<file path="config.mk">
export PLATFORM = sky130hd
export DESIGN_NAME = ibex_instr_bus_arb
export DESIGN_NICKNAME = d
export VERILOG_FILES = /design/src/rtl/ibex_pkg.sv /design/src/rtl/ibex_instr_arb_id_fifo.sv /design/src/rtl/ibex_instr_bus_arb.sv
export SDC_FILE = /design/constraint.sdc
export NUM_CORES = 1
export LEC_CHECK = 0
export BUFFER_PORTS_ARGS = -buffer_cell sky130_fd_sc_hd__buf_2
export CAP_MARGIN = 20
export CORE_UTILIZATION = 39
export CTS_BUF_LIST = sky130_fd_sc_hd__clkbuf_4 sky130_fd_sc_hd__clkbuf_8 sky130_fd_sc_hd__clkbuf_16
export CTS_CLUSTER_SIZE = 8
export DETAILED_ROUTE_END_ITERATION = 12
export GPL_TIMING_DRIVEN = 0
export HOLD_SLACK_MARGIN = 0.15
export PLACE_DENSITY = 0.8
export SYNTH_ARGS = -nofsm -noshare
export SYNTH_HDL_FRONTEND = slang
export SYNTH_SLANG_ARGS = --single-unit
</file>
<file path="constraint.sdc">
create_clock -name clk_i -period 2.4 [get_ports clk_i]
set_clock_uncertainty 0.05 [all_clocks]
set_input_delay 0 -clock clk_i [delete_from_list [all_inputs] [get_ports clk_i]]
set_output_delay 0 -clock clk_i [all_outputs]
set_load 0.01 [all_outputs]
</file>
<file path="src/rtl/ibex_pkg.sv">
// Shared types for the instruction-bus arbiter: host identifiers and arbiter FSM states.
package ibex_pkg;

  typedef logic host_id_t;

  localparam host_id_t HostPfb = 1'b0;
  localparam host_id_t HostSec = 1'b1;

  typedef enum logic {StIdle, StHold} arb_state_e;

endpackage

</file>
<file path="src/rtl/ibex_instr_arb_id_fifo.sv">
// In-order FIFO of granted host IDs; the head tells which host owns the next bus response.
module ibex_instr_arb_id_fifo
  import ibex_pkg::*;
#(
  parameter int unsigned Depth    = 4,
  parameter bit          ResetAll = 1'b0
) (
  input  logic     clk_i,
  input  logic     rst_ni,
  input  logic     push_i,
  input  host_id_t id_i,
  input  logic     pop_i,
  output host_id_t id_o,
  output logic     full_o,
  output logic     empty_o
);

  localparam int unsigned PtrW = (Depth > 1) ? $clog2(Depth) : 1;
  localparam int unsigned CntW = $clog2(Depth + 1);

  logic [PtrW-1:0] wptr_q, rptr_q;
  logic [CntW-1:0] count_q;
  host_id_t        mem_q [Depth];
  logic            push_en, pop_en;

  assign full_o  = (count_q == CntW'(Depth));
  assign empty_o = (count_q == '0);
  // Guards keep the counter from wrapping even if a caller misbehaves.
  assign push_en = push_i & ~full_o;
  assign pop_en  = pop_i & ~empty_o;
  assign id_o    = mem_q[rptr_q];

  function automatic logic [PtrW-1:0] ptr_inc(input logic [PtrW-1:0] ptr);
    return (ptr == PtrW'(Depth - 1)) ? '0 : ptr + 1'b1;
  endfunction

  always_ff @(posedge clk_i or negedge rst_ni) begin
    if (!rst_ni) begin
      wptr_q  <= '0;
      rptr_q  <= '0;
      count_q <= '0;
    end else begin
      if (push_en) wptr_q <= ptr_inc(wptr_q);
      if (pop_en)  rptr_q <= ptr_inc(rptr_q);
      unique case ({push_en, pop_en})
        2'b10:   count_q <= count_q + 1'b1;
        2'b01:   count_q <= count_q - 1'b1;
        default: count_q <= count_q;
      endcase
    end
  end

  if (ResetAll) begin : gen_mem_rst
    always_ff @(posedge clk_i or negedge rst_ni) begin
      if (!rst_ni) begin
        mem_q <= '{default: HostPfb};
      end else if (push_en) begin
        mem_q[wptr_q] <= id_i;
      end
    end
  end else begin : gen_mem_norst
    always_ff @(posedge clk_i) begin
      if (push_en) mem_q[wptr_q] <= id_i;
    end
  end

endmodule

</file>
<file path="src/rtl/ibex_instr_bus_arb.sv">
// Round-robin arbiter sharing one instruction bus between the prefetch buffer (h0) and a
// secondary fetcher (h1), with in-order response routing.
module ibex_instr_bus_arb
  import ibex_pkg::*;
#(
  parameter int unsigned NumOutstanding = 4,
  parameter bit          ResetAll       = 1'b0
) (
  input  logic        clk_i,
  input  logic        rst_ni,

  input  logic        h0_req_i,
  input  logic [31:0] h0_addr_i,
  output logic        h0_gnt_o,
  output logic        h0_rvalid_o,
  output logic [31:0] h0_rdata_o,
  output logic        h0_err_o,

  input  logic        h1_req_i,
  input  logic [31:0] h1_addr_i,
  output logic        h1_gnt_o,
  output logic        h1_rvalid_o,
  output logic [31:0] h1_rdata_o,
  output logic        h1_err_o,

  output logic        instr_req_o,
  output logic [31:0] instr_addr_o,
  input  logic        instr_gnt_i,
  input  logic        instr_rvalid_i,
  input  logic [31:0] instr_rdata_i,
  input  logic        instr_err_i,

  output logic        busy_o
);

  arb_state_e  state_q;
  host_id_t    last_q, sel_q, winner, sel, head_id;
  logic [31:0] addr_q, win_addr;
  logic        hold, full, empty, push, pop;

  always_comb begin
    if (h0_req_i && h1_req_i) begin
      winner = ~last_q;
    end else if (h1_req_i) begin
      winner = HostSec;
    end else begin
      winner = HostPfb;
    end
    win_addr = (winner == HostSec) ? h1_addr_i : h0_addr_i;
    hold     = (state_q == StHold);
    sel      = hold ? sel_q : winner;

    // A request stalled without grant is frozen, independent of the FIFO filling.
    instr_req_o  = hold | ((h0_req_i | h1_req_i) & ~full);
    instr_addr_o = hold ? addr_q : {win_addr[31:2], 2'b00};

    push        = instr_req_o & instr_gnt_i;
    h0_gnt_o    = push & (sel == HostPfb);
    h1_gnt_o    = push & (sel == HostSec);

    pop         = instr_rvalid_i & ~empty;
    h0_rvalid_o = pop & (head_id == HostPfb);
    h1_rvalid_o = pop & (head_id == HostSec);

    busy_o      = ~empty | instr_req_o;
  end

  assign h0_rdata_o = instr_rdata_i;
  assign h1_rdata_o = instr_rdata_i;
  assign h0_err_o   = instr_err_i;
  assign h1_err_o   = instr_err_i;

  always_ff @(posedge clk_i or negedge rst_ni) begin
    if (!rst_ni) begin
      state_q <= StIdle;
      last_q  <= HostSec;
      sel_q   <= HostPfb;
    end else begin
      unique case (state_q)
        StIdle: begin
          if (instr_req_o && !instr_gnt_i) begin
            state_q <= StHold;
            sel_q   <= winner;
          end
        end
        StHold: begin
          if (instr_gnt_i) state_q <= StIdle;
        end
        default: state_q <= StIdle;
      endcase
      if (push) last_q <= sel;
    end
  end

  if (ResetAll) begin : gen_addr_rst
    always_ff @(posedge clk_i or negedge rst_ni) begin
      if (!rst_ni) begin
        addr_q <= '0;
      end else if (!hold) begin
        addr_q <= {win_addr[31:2], 2'b00};
      end
    end
  end else begin : gen_addr_norst
    always_ff @(posedge clk_i) begin
      if (!hold) addr_q <= {win_addr[31:2], 2'b00};
    end
  end

  ibex_instr_arb_id_fifo #(
    .Depth    (NumOutstanding),
    .ResetAll (ResetAll)
  ) u_id_fifo (
    .clk_i   (clk_i),
    .rst_ni  (rst_ni),
    .push_i  (push),
    .id_i    (sel),
    .pop_i   (pop),
    .id_o    (head_id),
    .full_o  (full),
    .empty_o (empty)
  );

endmodule

</file>
==> Word level (Yosys, flattened, before mapping) <==
Memory sizes are Yosys's and may differ from the RTL's.
Index checks and enable logic that the tools add are counted.
{ "op_classes": {"shift": 0, "n_eq_ne": 5, "reduce_logical": 6, "n_bitwise": 18, "multipliers": 0, "mux": 13, "div_mod_pow": 0, "addsub": 4, "magnitude_cmp": 0} }
{ "op_table": {"columns": ["cell", "count"], "rows": [
  ["$mux 32", 2],
  ["$and 1x1->1", 9],
  ["$mux 1", 7],
  ["$eq 2x2->1 const B", 3],
  ["$not 1->1", 6],
  ["$pmux 3 s2", 1],
  ["$add 2x1->2 const B", 2],
  ["$mux 2", 2],
  ["$add 3x1->3 const B", 1],
  ["$eq 3x3->1 const B", 1],
  ["$logic_not 3->1", 1],
  ["$or 1x1->1", 3],
  ["$sub 3x1->3 const B", 1],
  ["$eq 2x1->1 const B", 1],
  ["$logic_and 1x1->1", 2],
  ["$pmux 1 s2", 1],
  ["$reduce_and 2->1", 1],
  ["$reduce_bool 2->1", 1],
  ["$logic_not 1->1", 1]
]} }
{ "word_totals": {"input_bits": 103, "elab_cells": 54, "latch_bits": 0, "romBits": 0, "mem_count": 1, "output_inout_bits": 104, "ff_bits": 42, "mem_bits_rw": 4} }
{ "mem_list": {"columns": ["memory", "words", "word_bits", "read_ports", "rd_clocked_by_memory_dff", "write_ports", "line_no", "text"], "rows": [
  ["u_id_fifo.mem_q", 4, 1, 1, 0, 1, "ibex_instr_arb_id_fifo.sv:23", "host_id_t mem_q [Depth];"]
]} }

==> Logic depth before layout (Yosys ltp) <==
Gate-level depths: netlist of the first run.
{ "logic_depth": {"depth_word": 8, "depth_mapped": 10, "depth_no_buf": 9} }

==> Cells and area by module <==
A second synthesis of the first run with hierarchy kept.
{ "hier_totals": {"cells_unflattened": 266, "hier_area_um2": 2626.3} }
{ "modules_own_cells": {"columns": ["mod", "area_each_um2", "n_inst", "seq_area_each_um2", "cells_each"], "rows": [
  ["ibex_instr_bus_arb", 1996.9, 1, 716.9, 221],
  ["ibex_instr_arb_id_fifo", 629.4, 1, 295.3, 45]
]} }

==> Worst setup path before layout of the first run <==
OpenSTA, ideal clock, no wires.
{ "synth_path": {"path_kind": "flip-flop to flip-flop", "from": "register state_q, in the netlist hold", "to": "register u_id_fifo.count_q[2]", "arrival_time_ps": 2041, "path_stages_with_launch": 11, "period_less_slack_ps": 2170, "setup_slack_ps": 230, "required_time_ps": 2271, "path_buffers": 1, "setup_ps": 79, "path_cell_list": "dfrtp_1 > or3_4 > and3b_1 > buf_6 > inv_1 > ha_1 > inv_1 > fa_1 > xor2_1 > nor2_1 > xor2_1"} }
{ "synth_between": {"elab_chain_cells": 5, "word_cells_on_any_way": 7, "classes_between": "eq/ne (2); mux (1); bitwise (3); reduce/logical (1)"} }
{ "synth_rtl": {"columns": ["item", "line_no", "text"], "rows": [
  ["start, declared", "ibex_instr_bus_arb.sv:36", "arb_state_e state_q;"],
  ["start signal, assigned", "ibex_instr_bus_arb.sv:75", "state_q <= StIdle;"],
  ["start signal, assigned", "ibex_instr_bus_arb.sv:82", "state_q <= StHold;"],
  ["start signal, assigned", "ibex_instr_bus_arb.sv:87", "if (instr_gnt_i) state_q <= StIdle;"],
  ["$or 1x1->1 *", "ibex_instr_bus_arb.sv:54", "instr_req_o = hold | ((h0_req_i | h1_req_i) & ~full);"],
  ["$and 1x1->1 *", "ibex_instr_bus_arb.sv:57", "push = instr_req_o & instr_gnt_i;"],
  ["$and 1x1->1 *", "ibex_instr_arb_id_fifo.sv:29", "assign push_en = push_i & ~full_o;"],
  ["$eq 2x1->1 or $eq 2x2->1 (tied branches)", "ibex_instr_arb_id_fifo.sv:45", "unique case ({push_en, pop_en})"],
  ["$pmux 3 s2 or $reduce_bool 2->1 (tied branches)", null, null],
  ["end signal, assigned", "ibex_instr_arb_id_fifo.sv:46", "2'b10: count_q <= count_q + 1'b1;"],
  ["end signal, assigned", "ibex_instr_arb_id_fifo.sv:47", "2'b01: count_q <= count_q - 1'b1;"],
  ["end signal, assigned", "ibex_instr_arb_id_fifo.sv:48", "default: count_q <= count_q;"],
  ["end, declared", "ibex_instr_arb_id_fifo.sv:22", "logic [CntW-1:0] count_q;"]
]} }
Mark *: on every way between the ends. The rest lies on a longest branch, timed or not.
A chain may end at the register's enable or synchronous reset.

==> Final worst setup path of the first run <==
{ "layout_path": {"from": "register last_q", "to": "output port instr_addr_o[3]"} }
{ "layout_between": {"elab_chain_cells": 4} }
{ "layout_rtl": {"columns": ["item", "line_no", "text"], "rows": [
  ["start, declared", "ibex_instr_bus_arb.sv:37", "host_id_t last_q, sel_q, winner, sel, head_id;"],
  ["start signal, assigned", "ibex_instr_bus_arb.sv:76", "last_q <= HostSec;"],
  ["start signal, assigned", "ibex_instr_bus_arb.sv:91", "if (push) last_q <= sel;"],
  ["$not 1->1", "ibex_instr_bus_arb.sv:43", "winner = ~last_q;"],
  ["$mux 1", "ibex_instr_bus_arb.sv:42", "if (h0_req_i && h1_req_i) begin"],
  ["$mux 32", "ibex_instr_bus_arb.sv:49", "win_addr = (winner == HostSec) ? h1_addr_i : h0_addr_i;"],
  ["$mux 32", null, null],
  ["end, declared", "ibex_instr_bus_arb.sv:27", "output logic [31:0] instr_addr_o,"]
]} }
Every way passes these cells.

==> reports/metrics.cfg, run 1 <==
[floorplan]
initial_utilization = 0.402
ios = 207
die-area_um2 = 6880
core-area_um2 = 6350
die_w_um = 82.9
die_h_um = 82.9
rows = 29

[critical_path]
crit_required_ns = 2.35
path_buf_inv = 3
cp_max_fo = 10
critPathCaptureType = primary output
crit_chain = a21boi_4 -> buf_4 -> mux2i_1 -> dlygate4sd3_1 -> o21ai_0 -> buf_2
crit_arrival_ns = 2.26
path_class = flop to primary output
max_stage_delay_ns = 0.57
slowest_stage = dfstp_2
cp_top_family = buffers and inverters
start_kind = flop

[drt]
drt_iter0_drc = 48
drt-wirelength-per-cell_um = 13.4
dr.pass1.iters = 4
ant_nets = 0
wl_um = 8280
vias = 2811
drc = 0
viasPerCell = 4.55

[global_routing]
grt_overflow = 0
antenna_found_initial = 0
grt_max_degree = 15
grt_first_pass_wirelength_um = 13400
grt_usage = 0.241
grt_pass1_vias = 3010

[logic_synthesis]
ys.warnings.count = 0
synthFlopType = dfxtp_1
netlist_area_um2 = 2550
synth_edf_count = 4
async_flop_share = 0.217
synth-seq-cells = 46
synth_fp_nets = 374
synthCells = 264
syn_avg_cell_area_um2 = 9.68
ys_seq_area_frac = 0.396
synth_cell_type_count = 32

[final_layout]
fillCellCount = 456
final_cell_mix = 169 x buf_2, 99 x dlygate4sd3_1, 69 x buf_4
area_growth_pct = 81.4
antenna_cells = 0
layout_commonest_cell = buf_2
area.sequential_um2 = 1010
final_util = 0.730
drive_gt1_frac = 0.486
nets = 650
multi_input_area_um2 = 987

[clocking]
cts_buffers = 5
clock_sinks = 46
clock_latency_ns = 0.29
clockRootBuffer = clkbuf_8
clkTransAtPathRegs_ns = 0.09
htree_num_levels = 2
cts_tree = yes
clockBufferDepth = 2

[pwr]
power_density_nw_per_um2 = 681
total_power_uw = 3150
p_leak_uw = 0.00237
vdd_drop_max_mv = 0.487

[placed_design]
hpwl_um = 4640
port_buffers = 169
gp_congestion = 0.746

[timing]
max_freq_mhz = 432
finalCritPeriodShare = 0.964
finalSetupViolCount = 0
slew_headroom = 0.675
period_minus_slack_ns = 2.31
worst_pin_slew_ns = 0.488
drv_slew = 0
hold_viol_final = 0
rsz0062_at_grt = true

[status]
status = complete, no violations

[flow_run]
drv_cap = 0

[min_path]
hold_path_class = input port to flop

synth_stat cells (5+ instances only):
cell type,n,area [µm²]
buf_4,69,518
dfxtp_1,32,641
mux2i_1,31,310
nand2_1,30,113
o21ai_0,30,150
dfrtp_1,9,225
and2_1,7,43.8
clkbuf_1,7,26.3
inv_1,7,26.3
ha_1,6,75.1
nor2_1,5,18.8
state kept, by name, indices dropped and copies added, names as in the netlist:
signal,flops
sel_q,1
last_q,1
hold,1
u_id_fifo.mem_q,4
u_id_fifo.wptr_q,2
addr_q,32
u_id_fifo.count_q,3
u_id_fifo.rptr_q,2
final timing paths:
path / from / slack [ns] / cells past startpoint / end
max in group asynchronous: rst_ni / 0.70 / 4 / u_id_fifo.count_q[2]
hold reg to reg: addr_q[30] / 0.42 / 2 / addr_q[30]
hold / removal: h1_req_i / 0.16 / 4 / sel_q
min in group asynchronous: rst_ni / 0.70 / 3 / last_q
setup / recovery: last_q / 0.09 / 6 / instr_addr_o[3]
setup reg to reg: hold / 0.12 / 10 / u_id_fifo.count_q[2]
report_power, final:
group / switching (µW) / internal, µW / total [µW]
Combinational: 668 / 764 / 1430
Sequential: 153 / 1030 / 1190
Clock: 256 / 280 / 537
Total: 1080 / 2080 / 3150
metal layers:
layer,GRT usage,vias to the layer above,share of wire
li1,-,1361,-
met4,0.114,0,0.036
met1,0.239,1286,0.36
met3,0.0497,30,0.056
met2,0.469,134,0.55
met5,0,-,0
kinds of logic after synthesis:
family	Yosys count	synth area share
multiplexers	38	0.160
AND/OR/NAND/NOR	53	0.0999
flip-flops	46	0.396
adder cells (fa/ha/maj)	7	0.0372
buffers and inverters	84	0.228
XOR/XNOR	3	0.0103
AO/OA/AOI/OAI	33	0.0691
worst min-delay path, delay by kind of cell:
family / cells / cell delay [ns]
buf+inv: 1 / 0.12
mux: 1 / 0.21
simple gates: 2 / 0.15
stage by stage:
stage,worst slack (ns),cell area [µm²],TNS (ns),hold slack [ns],std cells
detailed placement,0.0908,3500,0,-0.168,510
global placement,0.157,3500,0,-0.175,510
CTS,0.0577,4600,0,0.157,617
global route,-0.0309,4630,-0.158,0.208,618
finish,0.0875,4630,0,0.162,618
floorplan,0.230,2550,0,-0.346,264
what timing repair did:
| action | CTS | global route |
|---|---|---|
| hold buffers | 99 | 0 |
| endpoints found under the setup margin | 0 | 29 |
| gates resized for setup | 0 | 7 |
| setup buffers | 0 | 1 |
| endpoints found under the hold margin | 111 | 0 |
layout make-up:
class,instances,share of cell area
multi-input cells,134,0.213
well taps,77,0.0208
inverters,7,0.00567
clock inverters,1,0.00162
clock buffers,7,0.0219
flip-flops and latches,46,0.218
plain buffers,77,0.121
repair buffers,269,0.398
Power figures use the tool's default switching activity.
==> inputs of run 2 (changes only) <==
Settings changed: ABC_AREA from default to 1, CORE_UTILIZATION 39 to 40, PLACE_DENSITY 0.8 to 0.82.
==> reports/metrics.cfg, run 2 <==
[logic_synthesis]
synthCells = 328
ys.warnings.count = 0
ys_seq_area_frac = 0.391
synth-seq-cells = 46
yosysTopAreaCell = dfxtp_1
ys_top_cells_by_area = dfxtp_1 25%, buf_4 21%, nand2_1 12%
synth_fp_nets = 438
synth_cell_type_count = 27
synth_top_cell_area_share = 0.248
synth_edf_count = 4
synthFlopType = dfxtp_1
ys_top_cells_by_count = 82 x nand2_1, 73 x buf_4, 39 x nor2_1
yosysMostFrequentCell = nand2_1
netlist_area_um2 = 2590
async_flop_share = 0.217
syn_avg_cell_area_um2 = 7.88

[drt]
viasPerCell = 4.76
dr.pass1.iters = 4
drt_iter0_drc = 121
wl_um = 9900
ant_nets = 0
drc = 0
drt-wirelength-per-cell_um = 14.6
vias = 3232

[pwr]
seqPwrFrac = 0.355
power_density_nw_per_um2 = 719
internal_power_uw = 2070
p_leak_uw = 0.00244
clkPwrFrac = 0.139
switching_power_uw = 1230
sw_frac_of_total = 0.372
p_comb_frac = 0.506
vdd_drop_max_mv = 0.416

[global_routing]
grt_pass1_vias = 3194
grt_overflow = 0
grt_first_pass_wirelength_um = 14500
grt_max_degree = 14
antenna_found_initial = 0
grt_usage = 0.286

[min_path]
hold_path_class = input port to flop
holdPathStages = 5
min_from = h0_req_i
holdPathEnd = sel_q

[final_layout]
nets = 712
largest_reg_flops = 32
final_util = 0.758
top_regs = addr_q x32, u_id_fifo.mem_q x4, u_id_fifo.count_q x3
layout_commonest_cell = buf_2
final_cell_mix = 169 x buf_2, 98 x dlygate4sd3_1, 82 x nand2_1
fillCellCount = 406
drive_gt1_frac = 0.438
stdcell_count = 679
area_growth_pct = 77.6
regMostFlops = addr_q

[clocking]
cts-resized-gates = 0
post_cts_buffers = 0
cts_tree = yes
cts_buffers = 5
htree_num_levels = 2
clockRootBuffer = clkbuf_8
clock_sinks = 46
clkTransAtPathRegs_ns = 0.08
clock_latency_ns = 0.28
clockBufferDepth = 2

[floorplan]
die-area_um2 = 6790
rows = 28
die_w_um = 82.4
initial_utilization = 0.427
core-area_um2 = 6060
ios = 207
die_h_um = 82.4

[critical_path]
critPathCaptureType = flop
rr_startpoint = u_id_fifo.count_q[1]
startpoint = u_id_fifo.count_q[1]
cp_max_fo = 7
rr_worst_depth = 9
timing.rr.end = u_id_fifo.count_q[2]
crit_required_ns = 2.51
ff2ff_setup_slack_ns = 0.27
path_class = flop to flop
crit_arrival_ns = 2.24
start_kind = flop

[placed_design]
port_buffers = 169
post-place-cells = 572
hpwl_um = 5250
gp_congestion = 0.776

[status]
status = complete, no violations

[timing]
max_freq_mhz = 471
period_minus_slack_ns = 2.13
slew_headroom = 0.707
hold_viol_final = 0
worst_pin_slew_ns = 0.436
finalSetupViolCount = 0
tns_ns = 0
rsz0062_at_grt = false
finalCritPeriodShare = 0.886
drv_slew = 0

[flow_run]
drv_cap = 0

-- run 2: logic make-up (layout without fill, tap and decap cells) --
kind of cell	Yosys count	count (layout)	synth area share
AND/OR/NAND/NOR	132	132	0.203
XOR/XNOR	2	2	0.00677
adder cells (fa/ha/maj)	7	7	0.0368
buffers and inverters	101	376	0.265
flip-flops	46	46	0.391
other	0	1	0
AO/OA/AOI/OAI	40	40	0.0968
-- run 2: repair_timing --
action / in CTS / in global routing
hold buffers: 98 / 0
endpoints found under the hold margin: 113 / 0
setup endpoints to repair: 0 / 0
-- run 2: worst max path at each step --
stage | to | slack (ns) | cells after the start
after CTS | u_id_fifo.count_q[2] | 0.26 | 9
after detailed placement | u_id_fifo.count_q[2] | 0.29 | 9
final | u_id_fifo.count_q[2] | 0.27 | 9
after global routing | u_id_fifo.count_q[2] | 0.17 | 9
after global placement | u_id_fifo.count_q[2] | 0.36 | 9
after floorplan | u_id_fifo.count_q[2] | 0.49 | 9
-- run 2: power by group through the flow --
stage          clock network (µW)  logic, µW  registers (µW)
2_1_floorplan                   0        875            1150
3_3_place_gp                    0       1260            1170
3_5_place_dp                    0       1290            1180
4_1_cts                       463       1600            1170
5_1_grt                       498       1840            1200
6_report                      459       1670            1170
-- run 2: final cells by class --
type                       instances  area (µm²)  area share
multi-input combinational        181         888       0.193
buffer                            78         597       0.130
clock buffer                       6        76.3      0.0166
clock inverter                     2        8.76     0.00191
inverter                          23        88.8      0.0193
antenna                            1        2.50    0.000545
sequential                        46        1010       0.220
tap                               75        93.8      0.0204
timing repair buffer             267        1830       0.398
-- run 2: stage by stage --
step	setup WS [ns]	area, µm²	hold WS, ns	power, µW
floorplan	0.492	2590	-0.346	2020
CTS	0.261	4590	0.152	3230
global route	0.169	4590	0.166	3530
global placement	0.360	3530	-0.179	2430
detailed placement	0.287	3530	-0.179	2480
finish	0.275	4590	0.148	3300
-- run 2: per-layer routing --
metal  wire (µm)  track usage  part of all wire  up-vias
li1            -            -                 -     1527
met1        3490        0.288              0.35     1491
met2        5350        0.545              0.54      173
met3         636       0.0648             0.064       41
met4         413        0.146             0.042        0
met5           0            0                 0        -
-- run 2: critical path, cell delays in order, from the launching register on --
cell      delay (ns)
dfrtp_1         0.41
nor2_2          0.17
nand2_2         0.12
o211ai_2        0.15
ha_1            0.21
inv_1           0.07
fa_1            0.39
a21oi_1         0.14
o21ai_0         0.12
xor2_1          0.16
==> inputs of run 3 (changes only) <==
Settings changed: BUFFER_PORTS_ARGS -buffer_cell sky130_fd_sc_hd__buf_2 to default, CORE_AREA from default to 2 2 79 81, CORE_UTILIZATION 40 to default, DIE_AREA from default to 0 0 81 83, DONT_BUFFER_PORTS from default to 1, PLACE_DENSITY 0.82 to default.
==> reports/metrics.cfg, run 3 <==
[placed_design]
port_buffers = 0
gp_congestion = 0.711
hpwl_um = 4460

[clocking]
ctsHoldBuffers = 101
cts_buffers = 5
cts-resized-gates = 0
clockRootBuffer = clkbuf_8
clock_sinks = 46
clockBufferDepth = 2
post_cts_buffers = 0
htree_num_levels = 2

[floorplan]
die_w_um = 81
ios = 207
die_h_um = 83
initial_utilization = 0.445
rows = 28

[logic_synthesis]
async_flop_share = 0.217
synth_top_cell_area_share = 0.248
netlist_area_um2 = 2590
yosysTopAreaCell = dfxtp_1
synth_fp_nets = 438
synth-seq-cells = 46
synth_edf_count = 4
synthCells = 328
synth_cell_type_count = 27
ys_top_cells_by_area = dfxtp_1 25%, buf_4 21%, nand2_1 12%
ys_top_cells_by_count = 82 x nand2_1, 73 x buf_4, 39 x nor2_1
synthFlopType = dfxtp_1
yosysMostFrequentCell = nand2_1
ys.warnings.count = 0
ys_seq_area_frac = 0.391
syn_avg_cell_area_um2 = 7.88

[status]
firstError = [ERROR RSZ-0060] Max buffer count reached.
status = did not finish
lastStage = clock tree synthesis

run 3: cell families after synthesis:
family                     after synthesis  synth area share
xor gates and xnor gates                 2           0.00677
and+or+nand+nor                        132             0.203
adders and majority gates                7            0.0368
DFF                                     46             0.391
buffers and inverters                  101             0.265
AOI/OAI and AO/OA                       40            0.0968
run 3: stage by stage:
stage | util | area (µm²) | hold WS (ns) | cells | worst slack (ns)
after floorplan | - | 2590 | -0.346 | 328 | 0.492
after global placement | 0.461 | 2680 | -0.345 | 403 | 0.338
after detailed placement | 0.461 | 2680 | -0.345 | 403 | 0.307
==> inputs of run 4 (changes only) <==
Settings changed: CORE_AREA 2 2 79 81 to default, CORE_UTILIZATION from default to 30, CTS_BUF_LIST sky130_fd_sc_hd__clkbuf_4 sky130_fd_sc_hd__clkbuf_8 sky130_fd_sc_hd__clkbuf_16 to default, CTS_CLUSTER_SIZE 8 to default, DIE_AREA 0 0 81 83 to default, HOLD_SLACK_MARGIN 0.15 to default, PLACE_DENSITY_LB_ADDON from default to 0.15.
==> reports/metrics.cfg, run 4 (synthesized netlist as in run 2, its figures left out) <==
[status]
status = complete, no violations

[critical_path]
crit_arrival_ns = 2.35
start_kind = flop
crit_top_cell = nand2_1
cp.depth = 6
rr_worst_depth = 6
rr_startpoint = last_q
critPathCaptureType = flop
startpoint = last_q
slowest_stage = dlygate4sd3_1
cp_top_family = buffers and inverters
path_class = flop to flop
crit_required_ns = 2.59
path_buf_inv = 2
ff2ff_setup_slack_ns = 0.24
cp_max_fo = 10
crit_chain = nand2_1 -> nand2_4 -> clkbuf_4 -> nand2_1 -> a31oi_1 -> dlygate4sd3_1
crit_path_end = addr_q[22]
timing.rr.end = addr_q[22]
max_stage_delay_ns = 0.62

[clocking]
clock_latency_ns = 0.30
htree_num_levels = 2
cts_tree = yes
post_cts_buffers = 0
clockRootBuffer = clkbuf_8
clockBufferDepth = 2
clock_sinks = 46
clkTransAtPathRegs_ns = 0.09
cts_buffers = 5

[global_routing]
grt_pass1_vias = 2139
grt_max_degree = 16
antenna_found_initial = 0
grt_usage = 0.139
grt_first_pass_wirelength_um = 9660
grt_overflow = 0

[timing]
max_freq_mhz = 463
drv_slew = 0
slew_headroom = 0.679
hold_viol_final = 0
worst_pin_slew_ns = 0.480
rsz0062_at_grt = false
tns_ns = 0
period_minus_slack_ns = 2.16
fin_ws_ns = 0.242
finalCritPeriodShare = 0.899
finalSetupViolCount = 0

[final_layout]
drive_gt1_frac = 0.241
regMostFlops = addr_q
final_util = 0.417
top_regs = addr_q x32, u_id_fifo.mem_q x4, u_id_fifo.count_q x3
nets = 508
antenna_cells = 0
final_cell_area_um2 = 3460
layout_commonest_cell = nand2_1
area_growth_pct = 33.9
largest_reg_flops = 32
final_cell_mix = 82 x nand2_1, 73 x buf_4, 63 x dlygate4sd3_1

[drt]
ant_nets = 0
wl_um = 6370
viasPerCell = 4.44
dr.pass1.iters = 4
drc = 0
vias = 2240
drt-wirelength-per-cell_um = 12.6
drt_iter0_drc = 13

[floorplan]
core-area_um2 = 8300
die_w_um = 94.9
die-area_um2 = 9000
ios = 207
initial_utilization = 0.312
die_h_um = 94.9
rows = 33

[flow_run]
drv_cap = 0

[placed_design]
hpwl_um = 4540
post-place-ws_ns = 0.281
placed_area_um2 = 2720
port_buffers = 0
gp_congestion = 0.728

[pwr]
p_leak_uw = 0.00163
vdd_drop_max_mv = 0.326
power_density_nw_per_um2 = 884

[min_path]
hold_path_class = input port to async pin

run 4: power by group:
| group | switching [µW] | leakage, µW | total, µW | internal, µW |
|---|---|---|---|---|
| clock | 278 | 0.0000504 | 588 | 310 |
| combinational | 717 | 0.00115 | 1310 | 595 |
| sequential | 120 | 0.000426 | 1160 | 1040 |
run 4: worst min-delay path by stage:
stage	start	endpoint	slack [ns]
finish	rst_ni	u_id_fifo.count_q[1]	0.03
global route	instr_rdata_i[13]	h0_rdata_o[13]	0.04
CTS	h1_req_i	sel_q	0.01
detailed placement	rst_ni	u_id_fifo.count_q[0]	-0.35
global placement	rst_ni	u_id_fifo.count_q[0]	-0.35
floorplan	rst_ni	hold	-0.35
run 4: routing by layer:
| metal | track usage | share of wire | wire length (µm) |
|---|---|---|---|
| met5 | 0 | 0 | 0 |
| met4 | 0.0442 | 0.011 | 72 |
| met3 | 0.0322 | 0.068 | 434 |
| met2 | 0.261 | 0.52 | 3340 |
| met1 | 0.153 | 0.40 | 2520 |
run 4: layout make-up:
cell class | instances | area (µm²)
Multi-Input combinational cell | 181 | 888
Tap cell | 105 | 131
Sequential cell | 46 | 1010
Buffer | 78 | 597
Inverter | 23 | 88.8
Clock buffer | 5 | 68.8
Clock inverter | 3 | 45.0
Timing Repair Buffer | 63 | 631
Fill cell | 844 | 4840
run 4: stage by stage:
stage	cells	hold slack, ns	power [µW]
5_1_grt	504	0.0432	3320
6_report	504	0.0340	3060
3_5_place_dp	433	-0.345	2240
3_3_place_gp	433	-0.345	2220
2_1_floorplan	328	-0.346	2020
4_1_cts	504	0.0144	3100
run 4: timing repair:
item	CTS	global route
hold endpoints to repair	51	0
hold buffers	63	0
resized for setup	0	0
run 4: worst register-to-register path, cell delays in order (launching register included):
cell and delay [ns]:
dfstp_2 0.54, nand2_1 0.08, nand2_4 0.11, clkbuf_4 0.22, nand2_1 0.08, a31oi_1 0.40
dlygate4sd3_1 0.62
